### src/rtl/fetch_unit.sv
// Purpose: program counter, next-PC select (PC+1 / branch / jump) and boot/stall/halt sequencing.
// Latency: new PC is on address_imem one cycle after its commit edge; instruction fetch adds no delay.
// Backpressure: stall=1 holds the current PC and instruction live (no commit) until released.
//
// Ports:
//   clock, reset         rising-edge clock, synchronous active-high reset
//   q_imem               instruction word for address_imem (same cycle)
//   BR, br_cond, JP      branch flag, ALU branch condition, jump flag (sampled on commit only)
//   stall                hold the current instruction
//   address_imem         current PC (registered)
//   pc_plus1             PC+1 modulo 2^PC_WIDTH (jal link value)
//   instr_valid          q_imem is a live instruction this cycle
//   halted               core stopped on a jump-to-self
//   instr_count          saturating committed-instruction count
module fetch_unit #(
  parameter int unsigned PC_WIDTH  = 12,
  parameter int unsigned CNT_WIDTH = 32,
  parameter int unsigned BOOT_ADDR = 0
) (
  input  logic                 clock,
  input  logic                 reset,
  input  logic [31:0]          q_imem,
  input  logic                 BR,
  input  logic                 br_cond,
  input  logic                 JP,
  input  logic                 stall,
  output logic [PC_WIDTH-1:0]  address_imem,
  output logic [PC_WIDTH-1:0]  pc_plus1,
  output logic                 instr_valid,
  output logic                 halted,
  output logic [CNT_WIDTH-1:0] instr_count
);

  typedef enum logic [1:0] {
    S_BOOT  = 2'd0,
    S_RUN   = 2'd1,
    S_STALL = 2'd2,
    S_HALT  = 2'd3
  } state_t;

  localparam logic [PC_WIDTH-1:0] BOOT_PC = PC_WIDTH'(BOOT_ADDR);

  state_t                      state;
  logic [PC_WIDTH-1:0]         pc;
  logic [PC_WIDTH-1:0]         jp_target;
  logic [PC_WIDTH-1:0]         br_target;
  logic [PC_WIDTH-1:0]         next_pc;
  logic signed [PC_WIDTH+16:0] imm_sx;
  logic                        commit;
  logic                        jp_halt;
  logic                        unused_bits;

  assign address_imem = pc;
  assign pc_plus1     = pc + 1'b1;

  // Sign-extend the 17-bit offset to at least PC_WIDTH bits; only the low
  // PC_WIDTH bits matter because the branch target wraps modulo 2^PC_WIDTH.
  assign imm_sx    = $signed(q_imem[16:0]);
  assign br_target = pc_plus1 + imm_sx[PC_WIDTH-1:0];
  assign jp_target = q_imem[PC_WIDTH-1:0];

  // Jump outranks branch, so a jump with BR also set ignores br_cond.
  always_comb begin
    next_pc = pc_plus1;
    if (JP) begin
      next_pc = jp_target;
    end else if (BR && br_cond) begin
      next_pc = br_target;
    end
  end

  assign commit  = ((state == S_RUN) || (state == S_STALL)) && !stall;
  assign jp_halt = JP && (jp_target == pc);

  assign unused_bits = ^{q_imem[31:17], imm_sx[PC_WIDTH+16:PC_WIDTH]};

  // instr_valid/halted are registered alongside state so they depend on
  // state only, never combinationally on q_imem.
  always_ff @(posedge clock) begin
    if (reset) begin
      state       <= S_BOOT;
      pc          <= BOOT_PC;
      instr_count <= '0;
      instr_valid <= 1'b0;
      halted      <= 1'b0;
    end else begin
      case (state)
        S_BOOT: begin
          state       <= S_RUN;
          instr_valid <= 1'b1;
        end
        S_RUN, S_STALL: begin
          if (!commit) begin
            state <= S_STALL;
          end else begin
            pc <= next_pc;
            if (instr_count != '1) begin
              instr_count <= instr_count + 1'b1;
            end
            if (jp_halt) begin
              state       <= S_HALT;
              instr_valid <= 1'b0;
              halted      <= 1'b1;
            end else begin
              state <= S_RUN;
            end
          end
        end
        S_HALT: begin
          state <= S_HALT;
        end
        default: begin
          state       <= S_BOOT;
          instr_valid <= 1'b0;
          halted      <= 1'b0;
        end
      endcase
    end
  end

endmodule

### config.mk
export PLATFORM = sky130hd
export DESIGN_NAME = fetch_unit
export DESIGN_NICKNAME = d
export VERILOG_FILES = /design/src/rtl/fetch_unit.sv
export SDC_FILE = /design/constraint.sdc
export NUM_CORES = 1
export LEC_CHECK = 0
export BUFFER_PORTS_ARGS = -buffer_cell sky130_fd_sc_hd__buf_2
export CAP_MARGIN = 5
export CORE_MARGIN = 10
export CORE_UTILIZATION = 55
export CTS_BUF_LIST = sky130_fd_sc_hd__clkbuf_2
export CTS_CLUSTER_DIAMETER = 50
export DETAILED_ROUTE_END_ITERATION = 8
export MAX_ROUTING_LAYER = met4
export PLACE_DENSITY = 0.85
export SLEW_MARGIN = 20
export SYNTH_ARGS = -nofsm -noshare
export SYNTH_HDL_FRONTEND = slang
export SYNTH_SLANG_ARGS = --single-unit
export TNS_END_PERCENT = 100
### constraint.sdc
create_clock -name clock -period 6.2 [get_ports clock]
set_input_delay 0.93 -clock clock [delete_from_list [all_inputs] [get_ports clock]]
set_output_delay 0.93 -clock clock [all_outputs]
set_load 0.03 [all_outputs]
; After elaboration in Yosys (flattened, before gate mapping)
; Index checks and enable logic that the tools add are counted.
[totals]
ff_bits = 48
out_inout_bits = 58
input_bits = 38
[classes]
muxes = 8
n_reduce_logical = 12
eq_ne = 7
addsub = 3
[op_table]
columns = operator, n
row1 = adder 32 x 1 -> 32 bit (second input constant), 1
row2 = != test 32 bit (second input constant), 1
row3 = two-way mux 12 bit, 2
row4 = adder 12 x 1 -> 12 bit (second input constant), 1
row5 = adder 12 bit, 1
row6 = == test 12 bit, 1
row7 = AND reduction 3 bit, 3
row8 = case mux 2 bit (3 select lines), 1
row9 = == test 2 bit (second input constant), 2
row10 = two-way mux 2 bit, 2
row11 = != test 2 bit (second input constant), 2
row12 = logical AND 1 bit, 3
row13 = == test 2 x 1 -> 1 bit (second input constant), 1
row14 = logical NOT 2 bit, 1
row15 = two-way mux 1 bit, 2
row16 = case mux 1 bit (2 select lines), 1
row17 = AND reduction 2 bit, 1
row18 = nonzero test 2 bit, 1
row19 = OR reduction 2 bit, 1
row20 = logical NOT 1 bit, 1
row21 = logical OR 1 bit, 1

; Depth between registers and ports, before layout
; Gate-level depths: netlist of run 1.
[depth]
depth_word = 5
depth_mapped = 13
ltp_nobuf = 12

; Worst setup path before layout of run 1
; No wires, ideal clock.
[synth_timing]
path_kind = register to register
startpoint = register pc[2], in the netlist address_imem[2]
endpoint = register pc[11], in the netlist address_imem[11]
arrival_ns = 3.604
period_less_slack_ns = 3.722
setup_time_ns = 0.117
stages_incl_launch_ff = 14
t_required_ns = 6.083
n_path_buf = 1
slack_ns = 2.478
path_cell_list = dfxtp_1 > clkbuf_1 > and4_1 > and3_1 > nand2_1 > xnor2_1 > ha_1 > a21oi_1 > o21ai_0 > a21o_1 > a211oi_1 > mux2i_1 > a31oi_1 > a32o_1
[synth_via]
elab_chain_cells = 4
[synth_rtl]
columns = element, line
row1 = start: declaration, 44  ; logic [PC_WIDTH-1:0] pc;
row2 = start signal: assignment, 96  ; pc <= next_pc;
row3 = adder 12 x 1 -> 12 bit, 54  ; assign pc_plus1 = pc + 1'b1;
row4 = named net pc_plus1[8], 28  ; output logic [PC_WIDTH-1:0] pc_plus1,
row5 = adder 12 bit, 59  ; assign br_target = pc_plus1 + imm_sx[PC_WIDTH-1:0];
row6 = two-way mux 12 bit, 67  ; end else if (BR && br_cond) begin
row7 = two-way mux 12 bit, 65  ; if (JP) begin
; The timed path passes the listed nets, and every way through them passes these cells.
; A chain may end at the register's enable or synchronous reset.

; Worst setup path in the final report of run 1
[layout_timing]
startpoint = register pc[2], in the netlist address_imem[2]
endpoint = register pc[11], in the netlist address_imem[11]
[layout_via]
elab_chain_cells = 4
[layout_rtl]
columns = element, line
row1 = adder 12 x 1 -> 12 bit (*), 54
row2 = adder 12 bit, 59
row3 = two-way mux 12 bit (*), 67
row4 = two-way mux 12 bit (*), 65
; Every way passes the cells marked *; elsewhere a longest branch is shown, timed or not.

==> impl_metrics.toml, run 1 <==
[status]
status = "finished, final reports clean"

[floorplanning]
core_mm2 = 0.005473
dieArea_mm2 = 0.009043
fp-row-count = 27
io_pins = 96
start_util_pct = 56.68
dieHeight_um = 95.10
die_w_um = 95.10

[synth]
syn_area_mm2 = 0.003102
yosysUniqueCellTypes = 53
synth_compound_area_share_pct = 14.40
ys_warn_count = 0
yosys.area_share.adder_pct = 7.906
synth_simple_gate_area_share_pct = 26.42
synth_top_family_by_area = "simple AND/OR/NAND/NOR gates"
synth_edf_count = 0
postSynthCellCount = 373
synth.net_count = 430
synth_flop_cell = "dfxtp_1"
synth-seq-area-share_pct = 30.98
ys_ff_latch = 48
synth.avg_cell_area_um2 = 8.316
synth_xor_area_share_pct = 15.81
synthMuxAreaShare_pct = 1.291
async_flop_share_pct = 0

[final_layout]
antenna_cells = 0
area_growth_pct = 14.04
drive_gt1_share_pct = 21.22
nets = 499

[clock_network]
cts_tree = "done"
cts-root-buf = "clkbuf_2"
path_clk_slew_ns = 0.25
cts_buffer_depth = 2
clk_latency_ns = 0.43
postCtsHoldBufs = 0
cts_resized = 0
post_cts.repair.setup_buffers = 0
numCtsBuffers = 5
ctsHtreeMaxLevel = 2
numClockSinks = 48

[detailed_routing]
drtAntennaViolNets = 0
first_pass_iters = 5
drt-vias-per-instance = 5.814
drc = 0
drtIter0Drc = 201
num_vias = 2994
finalWirelength_mm = 8.217
routedWlPerCell_um = 15.96

[grt]
grtUsageTotal_pct = 18.51
grt_max_degree = 48
antenna_found_initial = 0
grt_pass1_vias = 2911
overflow = 0
grt_pass1_wl_mm = 13.42

[critical_path]
r2r-start = "address_imem[2]$_SDFFE_PP0P_"
crit_arrival_ns = 3.72
reg2reg_slack_ns = 2.82
worstPathRequired_ns = 6.55
startpoint = "address_imem[2]$_SDFFE_PP0P_"
worst_r2r_endpoint = "address_imem[11]$_SDFFE_PP0P_"
worstSetupEndpointType = "flop"
path_max_fanout = 8
crit_end = "address_imem[11]$_SDFFE_PP0P_"
r2r_cells = 12
start_kind = "flop"
path_class = "flop to flop"

[sta]
relSlewSlack_pct = 40.95
period_share_pct = 54.45
rsz0062_at_grt = "no"
setup_viol = 0
worst_pin_slew_ns = 0.8857
fmax_mhz = 296.2
holdWs_ns = 0.5312
layout_min_cycle_time_ns = 3.376
fin_setup_tns_ns = 0
finalClockSkew_ns = 0.01569
hold_viol = 0
maxSlewViolCount = 0

[worst_hold_path]
hp-class = "flop to flop"

[power_and_ir_drop]
power.leakage_nw = 1.572
irDropWorstVdd_mv = 0.1018
p_total_mw = 0.6204
power_density_mw_per_mm2 = 175.4

[job]
drv_cap = 0

[placement]
io_buffers = 75
gp_congestion = 0.9439
dp_hpwl_mm = 6.185
-- layout by cell type, fill, tap and decap left out, drive strengths merged, types with 2 or more instances in the layout --
cell and n:
buf 75, nor2 49, dfxtp 48, nand2 36, xnor2 30, xor2 26
a21oi 22, nand3 18, ha 18, o21ai 14, nand4 11, and3 9
and4 8, inv 8, nor3 8, o211ai 5, clkbuf 5, or3 5
nor2b 4, a211oi 4, a21o 4, mux2i 4, a32o 3, and2 3
nand2b 2, o31ai 2, a31oi 2, o21bai 2, o311ai 2, clkinv 2
-- flip-flops by register name, indices dropped and copies added (netlist names) --
name	cells
halted	1
instr_valid	1
address_imem	12
state	2
instr_count	32
-- worst max-delay path: stages (launching register included) --
cell	delay [ns]
dfxtp_1	0.57
and4_1	0.31
and3_1	0.19
nand2_1	0.07
xnor2_1	0.31
ha_1	0.33
a21oi_1	0.17
o21ai_0	0.13
a21o_1	0.20
a211oi_1	0.41
mux2i_1	0.24
a31oi_1	0.10
a32o_1	0.27
-- kinds of logic (layout without fill, tap and decap cells) --
family / count (synthesis) / after routing
and+or+nand+nor: 158 / 158
muxes: 4 / 4
xor gates and xnor gates: 56 / 56
buffers and inverters: 20 / 90
AOI/OAI and AO/OA: 68 / 68
adders and majority gates: 19 / 19
DFF: 48 / 48
-- worst min-delay path by stage --
stage	startpoint	to	slack [ns]	cells after the start
after floorplan	state[1]$_SDFF_PP0_	state[1]$_SDFF_PP0_	0.58	3
after CTS	halted$_SDFFE_PP0P_	halted$_SDFFE_PP0P_	0.53	2
final	instr_valid$_SDFFE_PP0P_	instr_valid$_SDFFE_PP0P_	0.53	2
after detailed placement	halted$_SDFFE_PP0P_	halted$_SDFFE_PP0P_	0.48	2
after global placement	halted$_SDFFE_PP0P_	halted$_SDFFE_PP0P_	0.46	2
after global routing	halted$_SDFFE_PP0P_	halted$_SDFFE_PP0P_	0.56	2
-- final cells by class --
cell class | instances | area [um^2]
clock buffers | 5 | 25.02
clock inverters | 3 | 17.52
fillers | 508 | 1936
inverters | 7 | 26.28
multi-input cells | 305 | 2042
flip-flops and latches | 48 | 960.9
well taps | 72 | 90.09
repair buffers | 75 | 375.4
-- through the flow --
| step | instances | instance area [um^2] | utilization, % | setup slack [ns] |
|---|---|---|---|---|
| final | 515 | 3537 | 64.63 | 2.824 |
| after global routing | 515 | 3537 | 64.63 | 2.544 |
| after CTS | 515 | 3537 | 64.63 | 2.865 |
| after detailed placement | 507 | 3495 | 63.85 | 2.939 |
| after global placement | 507 | 3495 | 63.85 | 2.979 |
| after floorplan | 373 | 3102 | - | 2.478 |
-- cell usage after synthesis, drive strengths merged (7+ instances only) --
cell     n  area (um^2)
dfxtp   48        960.9
nand2   36        135.1
and4     8        72.57
nor2    49        183.9
nand4   11        83.83
nor3     8        62.56
xor2    26        227.7
and3     9        58.80
clkbuf  10        47.54
inv      7        26.28
xnor2   30        262.8
o21ai   14        70.07
ha      18        225.2
a21oi   22        121.4
nand3   18        90.09
-- metal layers --
metal	GRT usage, %	vias to the layer above	share of wire (%)
li1	-	1453	-
met1	22.26	1405	42
met2	29.72	120	49
met3	3.928	16	6.7
met4	6.983	0	2.2
met5	-	-	0
-- report_power, final --
| part | internal, mW | switching, mW |
|---|---|---|
| Clock | 0.0276 | 0.104 |
| Combinational | 0.0584 | 0.101 |
| Sequential | 0.318 | 0.0121 |
| Total | 0.404 | 0.217 |
No activity file was read; power rests on OpenSTA's default activity.
==> run 2, diff against run 1 <==
- CORE_UTILIZATION: 55 -> 48
- PLACE_DENSITY: 0.85 -> 0.79
- clock period: 6.2 -> 3 ns (I/O delays scaled with it)
==> impl_metrics.toml, run 2 (same netlist as run 1, synthesis figures left out) <==
[detailed_routing]
first_pass_iters = 4
drtIter0Drc = 193
num_vias = 2969
drc = 0
routedWlPerCell_um = 15.62
drt-vias-per-instance = 5.508
drtAntennaViolNets = 0
finalWirelength_mm = 8.417

[floorplanning]
die_w_um = 100.4
io_pins = 96
dieHeight_um = 100.4
fp-row-count = 29
dieArea_mm2 = 0.01008
core_mm2 = 0.006314
start_util_pct = 49.13

[final_layout]
fin_cells = 539
final_common_cell = "buf_2"
antenna_cells = 0
largest_register = "instr_count"
nets = 518
fillers = 578
area_growth_pct = 24.61
drive_gt1_share_pct = 29.00
finish.instance_area_mm2 = 0.003865
mostFrequentLayoutCells = "75 x buf_2, 49 x nor2_1, 42 x dfxtp_1, 35 x nand2_1, 25 x xor2_1"
final_util_pct = 61.22
largest_reg_flops = 32

[critical_path]
critPathBufInv = 0
crit_path_top_delay_cell = "dfxtp_4"
start_kind = "flop"
critPathMaxStageDelay_ns = 0.40
worstSetupEndpointType = "flop"
worstPathRequired_ns = 3.34
crit_arrival_ns = 3.19
crit_family = "compound AO/OA/AOI/OAI gates"
path_class = "flop to flop"
path_cells = "and4_1 > and3_1 > nand2_2 > xnor2_4 > ha_4 > a21oi_1 > o21ai_0 > a21o_1 > a211oi_4 > mux2i_1 > a31oi_1 > a32o_1"
path_max_fanout = 4

[power_and_ir_drop]
power_density_mw_per_mm2 = 361.3
irDropWorstVdd_mv = 0.2306
power.leakage_nw = 1.757

[placement]
post-place-ws_ns = 0.09168
io_buffers = 75
gp_congestion = 0.9347
placed_cell_area_mm2 = 0.003684
dp.cells = 521
dp_hpwl_mm = 6.471

[clock_network]
path_clk_slew_ns = 0.22
clk_latency_ns = 0.42
numClockSinks = 48
numCtsBuffers = 5
cts_buffer_depth = 2
cts-root-buf = "clkbuf_2"
ctsHtreeMaxLevel = 2
cts_tree = "done"

[sta]
relSlewSlack_pct = 44.30
holdWs_ns = 0.3774
layout_min_cycle_time_ns = 2.850
fmax_mhz = 350.9
setup_slack_ns = 0.1502
hold_viol = 0
maxSlewViolCount = 0
worst_pin_slew_ns = 0.8350
finalClockSkew_ns = 0.01615
setup_viol = 0
period_share_pct = 94.99

[status]
status = "finished, final reports clean"

[grt]
grt_pass1_wl_mm = 13.19
grt_pass1_vias = 2766
grt_max_degree = 34
grtUsageTotal_pct = 16.02
overflow = 0
antenna_found_initial = 0

[job]
drv_cap = 0

[worst_hold_path]
hp-class = "input port to flop"
## run 2: cell count changes in the layout (fill, tap and decap cells not counted), sizes merged
cell | before | now
inv | 8 | 7
clkinv | 2 | 1
bufinv | 0 | 1
buf | 75 | 94
clkbuf | 5 | 6
## run 2: worst reg2reg max path: stages (launching register included)
cell      delay (ns)
dfxtp_4         0.40
and4_1          0.24
and3_1          0.21
nand2_2         0.11
xnor2_4         0.19
ha_4            0.23
a21oi_1         0.18
o21ai_0         0.11
a21o_1          0.21
a211oi_4        0.31
mux2i_1         0.22
a31oi_1         0.10
a32o_1          0.28
## run 2: layer usage
layer  GRT usage (%)  wire (um)  up-vias
met5               -          0        -
met4           4.674         82        0
met3           3.228        456       10
met2           25.42       4016       74
met1           20.08       3861     1388
li1                -          -     1497
## run 2: through the flow
step,TNS [ns],total power [mW]
after floorplan,0,0.9439
after global placement,0,1.035
after detailed placement,0,1.043
after CTS,0,1.387
after global routing,-0.005305,1.474
final,0,1.396
## run 2: what timing repair did
action	in CTS	in global routing
buffers inserted	0	10
gates resized for setup	0	9
hold buffers	0	0
setup endpoints to repair	0	2
## run 2: cell type report
type	instances	area, um^2	share of cell area (%)
Sequential cell	48	983.4	25.45
Timing Repair Buffer	94	518.0	13.40
Clock buffer	6	30.03	0.7769
Clock inverter	2	35.03	0.9064
Inverter	7	26.28	0.6798
Multi-Input combinational cell	305	2176	56.30
Tap cell	77	96.34	2.493
## run 2: report_power, final
group          internal (mW)  switching, mW
Sequential             0.655         0.0170
Combinational          0.151          0.231
Clock                  0.143          0.200
Total                  0.949          0.447
## run 2: path summary, 6_finish.rpt
check / from / endpoint / slack [ns] / cells past startpoint
worst min-delay path: reset / address_imem[2]$_SDFFE_PP0P_ / 0.38 / 2
worst min register to register: instr_valid$_SDFFE_PP0P_ / instr_valid$_SDFFE_PP0P_ / 0.52 / 2
worst max-delay path: address_imem[5]$_SDFFE_PP0P_ / address_imem[11]$_SDFFE_PP0P_ / 0.15 / 12
worst max register to register: address_imem[5]$_SDFFE_PP0P_ / address_imem[11]$_SDFFE_PP0P_ / 0.15 / 12
==> run 3, diff against run 2 <==
- CAP_MARGIN: 5 -> 30
- REMOVE_ABC_BUFFERS: default -> 1
==> impl_metrics.toml, run 3 (same netlist as run 1, synthesis figures left out) <==
[status]
status = "finished, final reports clean"

[sta]
rsz0062_at_grt = "no"
period_share_pct = 93.59
maxSlewViolCount = 0
relSlewSlack_pct = 46.83
fin_setup_tns_ns = 0
setup_viol = 0
finalClockSkew_ns = 0.01800
holdWs_ns = 0.3900
worst_pin_slew_ns = 0.7971
fmax_mhz = 356.1
setup_slack_ns = 0.1922
layout_min_cycle_time_ns = 2.808
hold_viol = 0

[placement]
dp_hpwl_mm = 6.539
post-place-ws_ns = -0.03361
io_buffers = 75
gp_congestion = 0.9202

[final_layout]
drive_gt1_share_pct = 26.36
multi_input_comb_area_mm2 = 0.002092
fillers = 602
nets = 515
largest_register = "instr_count"
area_growth_pct = 19.97
final_util_pct = 58.94
largest_reg_flops = 32
seqCellArea_um2 = 967.2
antenna_cells = 0
mostFrequentLayoutCells = "75 x buf_2, 49 x nor2_1, 43 x dfxtp_1, 36 x nand2_1, 28 x xnor2_1"
final_common_cell = "buf_2"

[grt]
antenna_found_initial = 0
grt_max_degree = 25
overflow = 0
grt_pass1_wl_mm = 13.57
top_usage_layer = "met2"
met3_usage_pct = 2.198
grt_use_met2_pct = 26.26
use_met1_pct = 20.93
grt_pass1_vias = 2803
grtUsageTotal_pct = 16.28

[detailed_routing]
finalWirelength_mm = 8.270
routedWlPerCell_um = 15.43
drt-vias-per-instance = 5.474
num_vias = 2934
drtAntennaViolNets = 0
first_pass_iters = 4
drc = 0
drtIter0Drc = 198

[floorplanning]
start_util_pct = 49.13
fp-row-count = 29
dieHeight_um = 100.4
die_w_um = 100.4
io_pins = 96
dieArea_mm2 = 0.01008
core_mm2 = 0.006314

[clock_network]
cts_tree = "done"
path_clk_slew_ns = 0.24
numCtsBuffers = 5
clk_latency_ns = 0.42
cts_buffer_depth = 2
postCtsHoldBufs = 0
cts-root-buf = "clkbuf_2"
numClockSinks = 48
ctsHtreeMaxLevel = 2
post_cts.repair.setup_buffers = 0

[critical_path]
start_kind = "flop"
worstSetupEndpointType = "flop"
crit_family = "compound AO/OA/AOI/OAI gates"
worstPathRequired_ns = 3.34
path_max_fanout = 4
crit_arrival_ns = 3.14
path_class = "flop to flop"
critPathMaxStageDelay_ns = 0.38
path_cells = "and4_1 > and3_1 > nand2_1 > xnor2_2 > ha_1 > a21oi_1 > o21ai_0 > a21o_1 > a211oi_4 > mux2i_1 > a31oi_1 > a32o_1"
critPathBufInv = 0
crit_path_top_delay_cell = "dfxtp_2"

[job]
drv_cap = 0

[power_and_ir_drop]
irDropWorstVdd_mv = 0.2199
power_density_mw_per_mm2 = 352.7
p_total_mw = 1.312
power.leakage_nw = 1.680

[worst_hold_path]
hp-class = "input port to flop"
[run 3: where the power goes]
| part | leakage [nW] | switching (mW) | total, mW | internal (mW) |
|---|---|---|---|---|
| Sequential | 0.391 | 0.0179 | 0.675 | 0.657 |
| Clock | 0.0226 | 0.214 | 0.267 | 0.0539 |
| Combinational | 1.27 | 0.227 | 0.370 | 0.142 |
[run 3: layer usage]
metal | vias to the layer above | share of wire, %
met3 | 6 | 5.2
li1 | 1481 | -
met1 | 1370 | 46
met2 | 77 | 48
met4 | 0 | 0.76
met5 | - | 0
[run 3: final timing paths]
| check | start | endpoint | slack (ns) | depth (start not counted) |
|---|---|---|---|---|
| setup / recovery | address_imem[5]$_SDFFE_PP0P_ | address_imem[11]$_SDFFE_PP0P_ | 0.19 | 12 |
| hold / removal | q_imem[4] | address_imem[4]$_SDFFE_PP0P_ | 0.39 | 3 |
| setup reg to reg | address_imem[5]$_SDFFE_PP0P_ | address_imem[11]$_SDFFE_PP0P_ | 0.19 | 12 |
| hold reg to reg | halted$_SDFFE_PP0P_ | halted$_SDFFE_PP0P_ | 0.53 | 2 |
[run 3: stage by stage]
stage               area, um^2  cells
floorplan                 3029    360
global placement          3621    528
detailed placement        3621    528
CTS                       3675    536
global route              3721    536
finish                    3721    536
[run 3: layout make-up]
class	instances	share of cell area, %
timing repair buffer	91	13.32
tap	77	2.589
inverter	7	0.7061
sequential	48	25.99
multi-input combinational	305	56.22
clock inverter	3	0.5044
clock buffer	5	0.6725
[run 3: repair_timing]
action,in CTS,in global routing
endpoints found under the hold margin,0,0
resized for setup,2,11
setup endpoints to repair,1,2
pin swaps,0,1
[run 3: worst register-to-register path, cell delays in order (launching register included)]
cell	delay [ns]
dfxtp_2	0.38
and4_1	0.22
and3_1	0.18
nand2_1	0.09
xnor2_2	0.15
ha_1	0.33
a21oi_1	0.18
o21ai_0	0.12
a21o_1	0.22
a211oi_4	0.26
mux2i_1	0.22
a31oi_1	0.10
a32o_1	0.28
